`src/rtl/rp_gate_pkg.sv`:
```
// rtl/rp_gate_pkg.sv - Shared types and constants for the reconfigurable-partition ingress gate
// Purpose: gate state enum and statistics counter width used by rp_ingress_gate and rp_gate_stats.
// Ports: none (package).
package rp_gate_pkg;

  localparam int CNT_W = 32;

  typedef enum logic [1:0] {
    PASS      = 2'd0,
    DRAIN     = 2'd1,
    DECOUPLED = 2'd2,
    DISCARD   = 2'd3
  } gate_state_e;

endpackage

```
`src/rtl/rp_gate_stats.sv`:
```
// rtl/rp_gate_stats.sv - Saturating packet counter with synchronous clear
// Purpose: counts single-cycle increment pulses, sticks at all-ones, clear wins over increment.
// Ports:
//   clk_i  in   clock (rising edge)
//   rst_i  in   asynchronous active-high reset, clears the count
//   clr_i  in   synchronous clear
//   inc_i  in   increment pulse
//   cnt_o  out  CNT_W-bit count
module rp_gate_stats
  import rp_gate_pkg::*;
(
  input  logic             clk_i,
  input  logic             rst_i,
  input  logic             clr_i,
  input  logic             inc_i,
  output logic [CNT_W-1:0] cnt_o
);

  logic [CNT_W-1:0] cnt_q, cnt_d;

  always_comb begin
    cnt_d = cnt_q;
    if (clr_i) begin
      cnt_d = '0;
    end else if (inc_i && (cnt_q != {CNT_W{1'b1}})) begin
      cnt_d = cnt_q + 1'b1;
    end
  end

  always_ff @(posedge clk_i or posedge rst_i) begin
    if (rst_i) begin
      cnt_q <= '0;
    end else begin
      cnt_q <= cnt_d;
    end
  end

  assign cnt_o = cnt_q;

endmodule

```
`src/rtl/rp_ingress_gate.sv`:
```
// rtl/rp_ingress_gate.sv - Packet-boundary decoupling gate in front of a reconfigurable partition
// Purpose: forwards the upstream stream with zero latency; on decouple_req it lets the current
//   packet finish, then isolates the partition (sinking or backpressuring upstream beats) and
//   re-opens only at a packet boundary. Optional statistics counters under macro RP_GATE_STATS_EN.
// Ports:
//   axis_aclk, axis_reset            clock, asynchronous active-high reset
//   s_axis_t{data,keep,user,valid,last}/s_axis_tready   upstream stream
//   m_axis_t{data,keep,user,valid,last}/m_axis_tready   stream into the partition
//   decouple_req / decouple_ack      isolation request and registered acknowledge
//   stats_clr, pkt_cnt, drop_cnt     counter clear, forwarded / dropped packet counts
module rp_ingress_gate
  import rp_gate_pkg::*;
#(
  parameter int C_AXIS_DATA_WIDTH   = 256,
  parameter int C_AXIS_TUSER_WIDTH  = 128,
  parameter int DROP_WHEN_DECOUPLED = 1
) (
  input  logic                            axis_aclk,
  input  logic                            axis_reset,
  input  logic [C_AXIS_DATA_WIDTH-1:0]    s_axis_tdata,
  input  logic [C_AXIS_DATA_WIDTH/8-1:0]  s_axis_tkeep,
  input  logic [C_AXIS_TUSER_WIDTH-1:0]   s_axis_tuser,
  input  logic                            s_axis_tvalid,
  input  logic                            s_axis_tlast,
  output logic                            s_axis_tready,
  output logic [C_AXIS_DATA_WIDTH-1:0]    m_axis_tdata,
  output logic [C_AXIS_DATA_WIDTH/8-1:0]  m_axis_tkeep,
  output logic [C_AXIS_TUSER_WIDTH-1:0]   m_axis_tuser,
  output logic                            m_axis_tvalid,
  output logic                            m_axis_tlast,
  input  logic                            m_axis_tready,
  input  logic                            decouple_req,
  output logic                            decouple_ack,
  input  logic                            stats_clr,
  output logic [CNT_W-1:0]                pkt_cnt,
  output logic [CNT_W-1:0]                drop_cnt
);

  localparam logic SINK_READY = (DROP_WHEN_DECOUPLED != 0);

  gate_state_e state_q, state_d;
  logic        in_pkt_q, in_pkt_d;
  logic        ack_q, ack_d;
  logic        fwd_en, sink_en, accept, fwd_last, drop_last;

  // Data sideband is a straight wire; only valid/ready are gated.
  assign m_axis_tdata = s_axis_tdata;
  assign m_axis_tkeep = s_axis_tkeep;
  assign m_axis_tuser = s_axis_tuser;
  assign m_axis_tlast = s_axis_tlast;

  assign accept    = s_axis_tvalid & s_axis_tready;
  assign fwd_last  = fwd_en & accept & s_axis_tlast;
  assign drop_last = sink_en & accept & s_axis_tlast;

  always_ff @(posedge axis_aclk or posedge axis_reset) begin
    if (axis_reset) begin
      state_q  <= PASS;
      in_pkt_q <= 1'b0;
      ack_q    <= 1'b0;
    end else begin
      state_q  <= state_d;
      in_pkt_q <= in_pkt_d;
      ack_q    <= ack_d;
    end
  end

  always_comb begin
    state_d  = state_q;
    in_pkt_d = accept ? ~s_axis_tlast : in_pkt_q;
    case (state_q)
      // in_pkt_d folds in this cycle's beat: a request that arrives together with a
      // tlast beat isolates straight away instead of draining the following packet.
      PASS:      if (decouple_req) state_d = in_pkt_d ? DRAIN : DECOUPLED;
      // The request is not looked at while draining; the packet always completes.
      DRAIN:     if (accept && s_axis_tlast) state_d = DECOUPLED;
      DECOUPLED: if (!decouple_req) state_d = in_pkt_d ? DISCARD : PASS;
      DISCARD:   if (accept && s_axis_tlast) state_d = PASS;
      default:   state_d = PASS;
    endcase
    ack_d = (state_d == DECOUPLED) || (state_d == DISCARD);
  end

  always_comb begin
    fwd_en  = 1'b0;
    sink_en = 1'b0;
    case (state_q)
      // A pending request at a packet boundary blocks the start of a new packet.
      PASS:    fwd_en = ~(decouple_req & ~in_pkt_q);
      DRAIN:   fwd_en = 1'b1;
      default: sink_en = 1'b1;
    endcase
    m_axis_tvalid = fwd_en & s_axis_tvalid;
    // m_axis_tready is undefined during reconfiguration, so it is only selected while forwarding.
    if (fwd_en) begin
      s_axis_tready = m_axis_tready;
    end else begin
      s_axis_tready = sink_en & SINK_READY;
    end
  end

  assign decouple_ack = ack_q;

`ifdef RP_GATE_STATS_EN
  rp_gate_stats u_pkt_stats (
    .clk_i (axis_aclk),
    .rst_i (axis_reset),
    .clr_i (stats_clr),
    .inc_i (fwd_last),
    .cnt_o (pkt_cnt)
  );

  rp_gate_stats u_drop_stats (
    .clk_i (axis_aclk),
    .rst_i (axis_reset),
    .clr_i (stats_clr),
    .inc_i (drop_last),
    .cnt_o (drop_cnt)
  );
`else
  assign pkt_cnt  = '0;
  assign drop_cnt = '0;
  logic unused_stats;
  assign unused_stats = ^{stats_clr, fwd_last, drop_last};
`endif

endmodule
```
`config.mk`:
```
export PLATFORM = sky130hd
export DESIGN_NAME = rp_ingress_gate
export DESIGN_NICKNAME = d
export VERILOG_FILES = /design/src/rtl/rp_gate_pkg.sv /design/src/rtl/rp_gate_stats.sv /design/src/rtl/rp_ingress_gate.sv
export SDC_FILE = /design/constraint.sdc
export NUM_CORES = 1
export LEC_CHECK = 0
export CAP_MARGIN = 40
export CORE_AREA = 8 8 345 347
export CTS_BUF_LIST = sky130_fd_sc_hd__clkbuf_2 sky130_fd_sc_hd__clkbuf_4 sky130_fd_sc_hd__clkbuf_8
export DETAILED_ROUTE_END_ITERATION = 8
export DIE_AREA = 0 0 353 355
export SYNTH_ARGS = -nofsm -noshare
export SYNTH_HDL_FRONTEND = slang
export SYNTH_HIERARCHICAL = 1
export SYNTH_SLANG_ARGS = --single-unit
```
`constraint.sdc`:
```
create_clock -name axis_aclk -period 1.5 [get_ports axis_aclk]
set_input_delay 0.375 -clock axis_aclk [delete_from_list [all_inputs] [get_ports axis_aclk]]
set_output_delay 0.375 -clock axis_aclk [all_outputs]
set_load 0.02 [all_outputs]
```
==> results.md <==
- Clock skew: 0.00280 ns
- Post-synth top area cell: buf_4
- Mean Syn Cell Area: 7.55 µm²
- Hold_buf cts: 0
- Synth unique cells: 20
- Final setup viols: 2
- Clock latency on the worst-skew pair: 0.22 ns
- Vias in the first global route: 1170
- Ant. Diodes: 0
- Initial antenna violation count: 0
- Final worst slack: -0.277 ns
- CTS Root Cell: clkbuf_8
- ANT nets after route: 0
- Die area: 0.125 mm²
- Top post-synthesis cells by area: buf_4 93%, dfrtp_1 2.6%, nand2b_1 0.48%
- CP Max Fanout: 2
- Rows: 124
- Total CTS buffers: 3
- Clock Pin Slew Worst Setup and Hold Paths: 0.03 ns
- TritonRoute pass-1 iters: 4
- Worst Path Required: 1.12 ns
- Total of warnings raised by yosys: 6
- Share of layout cells above drive strength 1: 0.165
- Via count: 1408
- Clock sinks: 4
- Crit Path Category: register to output port
- Total of max-cap violations: 0
- Post-Syn Area: 0.00387 mm²
- # DRC: 0
- CTS tree: yes
- Sequential fraction of the synthesis area: 0.0258
- Non-filler cells, final: 1627
- Failing checks: negative setup slack
- CP max stage cell: or3b_4
- Core area: 0.114 mm²
- Gr ovfl total: 0
- Vias/cell: 0.865
- Most common cell after layout, fill and taps aside: conb_1
- Largest net degree at the start of global routing: 10
- Initial Utilization: 0.0341
- Max Clk Rate: 0.563 GHz
- Number of synthesized register bits: 4
- Slew Viols, Final: 0
- # port buffers: 9
- Largest stage delay, worst path: 0.42 ns
- Per-cell routed wire length: 60.4 µm
- WP data arrival: 1.40 ns
- Hold WS: 0.388 ns
- Clock Path Buffers: 2
- Fin crit share: 1.18
- Inst Count DP: 1624
- # nets final: 540
- RD Place Congestion: 0.809
- Chip width: 353 µm
- R2R setup slack: 0.23 ns
- Die Ht: 355 µm
- LEAKAGE: 0.430 nW
- Global-route wire length before repair: 102000 µm
- H-tree depth: 1
- Outcome: finished, violations left
- Crit path capture type: output port
- Overall Global Routing Usage: 0.148
- RSZ-0062 raised after global routing: yes
- HPWL Detailed: 97400 µm
- Crit start category: register
- HP Class: input pin to asynchronous set/reset pin
- Maximum vdd drop: 0.000221 V
- First DRT Iteration DRCs: 106
- Worst path cell trace: or3b_4, and3b_2, buf_12
- Area share of the largest cell type after synthesis: 0.932
- Power Density: 408 mW/mm²
- Fin crit period: 1.78 ns
- Commonest non-fill, non-tap cells in the layout: 64 x conb_1, 8 x buf_4, 4 x dfrtp_1, 4 x clkdlybuf4s50_1
- Final-report hold violation count: 0
- Gate Count Post-Synth: 513
- Tot Pwr: 1.06 mW
- Routed WL: 98300 µm
- Boundary Pins: 907
- Syn-to-layout area delta: -32.7%
metal layers:
metal | wire length (µm) | up-vias | GRT usage
met5 | 1050 | - | 0.0581
met4 | 178 | 8 | 0.00300
met3 | 54800 | 16 | 0.397
met2 | 39600 | 806 | 0.210
met1 | 2730 | 361 | 0.0106
li1 | - | 217 | -
cell families (layout without fill, tap and decap cells):
kind of cell           after synthesis  in the layout  share of synthesized area
AO/OA/AOI/OAI                       11             11                     0.0187
buffers and inverters              484             23                      0.935
flip-flops                           4              4                     0.0258
other                                1             64                   0.000968
AND/OR/NAND/NOR                     13             13                     0.0197
flip-flops by register name, indices dropped and copies added, names as in the netlist:
name	flops
state_q	2
decouple_ack	1
in_pkt_q	1
worst max-delay path, delay by kind of cell, from the launching register on:
kind | cells | cell delay [ns]
buf+inv | 1 | 0.15
simple gates | 2 | 0.65
flops | 1 | 0.37
per-stage QoR:
| step | util | setup TNS (ns) | instance area (µm²) | worst slack (ns) |
|---|---|---|---|---|
| 6_report | 0.0230 | -0.505 | 2610 | -0.277 |
| 5_1_grt | 0.0230 | -0.596 | 2610 | -0.307 |
| 4_1_cts | 0.0229 | -0.540 | 2600 | -0.294 |
| 3_5_place_dp | 0.0225 | -2.35 | 2550 | -0.582 |
| 3_3_place_gp | 0.0225 | -2.41 | 2550 | -0.592 |
| 2_1_floorplan | - | 0 | 4110 | 0.0227 |
synthesized netlist by cell type:
| cell type | instances |
|---|---|
| inv_1 | 3 |
| o21ai_1 | 2 |
| nand2_1 | 3 |
| a21oi_1 | 1 |
| or2_1 | 1 |
| o32ai_1 | 1 |
| and3_1 | 2 |
| o22a_1 | 1 |
| and3b_1 | 1 |
| o22ai_1 | 3 |
| nand2b_1 | 3 |
| o21ai_0 | 1 |
| conb_1 | 1 |
| or3b_1 | 1 |
| buf_4 | 481 |
| o21a_1 | 1 |
| dfrtp_1 | 4 |
| a21oi_2 | 1 |
| nor2_1 | 1 |
| nor2b_1 | 1 |
final timing paths:
check | cells past startpoint | to | from
min reg2reg | 3 | in_pkt_q | in_pkt_q
max reg2reg | 4 | decouple_ack | in_pkt_q
min | 2 | state_q[0] | axis_reset
min in group axis_aclk | 3 | in_pkt_q | in_pkt_q
max | 3 | m_axis_tvalid | in_pkt_q
max in group asynchronous | 2 | in_pkt_q | axis_reset
power breakdown:
part           switching (mW)  total (mW)  leakage (nW)  internal, mW
Sequential             0.0543       0.214        0.0455         0.160
Clock                  0.0532       0.224        0.0216         0.171
Combinational           0.391       0.625         0.363         0.235
Total                   0.498        1.06         0.430         0.565
layout make-up:
| class | instances | area [µm²] |
|---|---|---|
| multi-input cells | 88 | 408 |
| inverters | 3 | 11.3 |
| clock buffers | 3 | 41.3 |
| repair buffers | 17 | 155 |
| well taps | 1512 | 1890 |
| flip-flops and latches | 4 | 100 |
| fillers | 13700 | 111000 |
what timing repair did:
action / in CTS / in global routing
endpoints found under the setup margin: 7 / 4
setup buffers: 0 / 0
pin swaps: 3 / 0
gates resized for setup: 12 / 1
No activity file was read; power rests on OpenSTA's default activity.
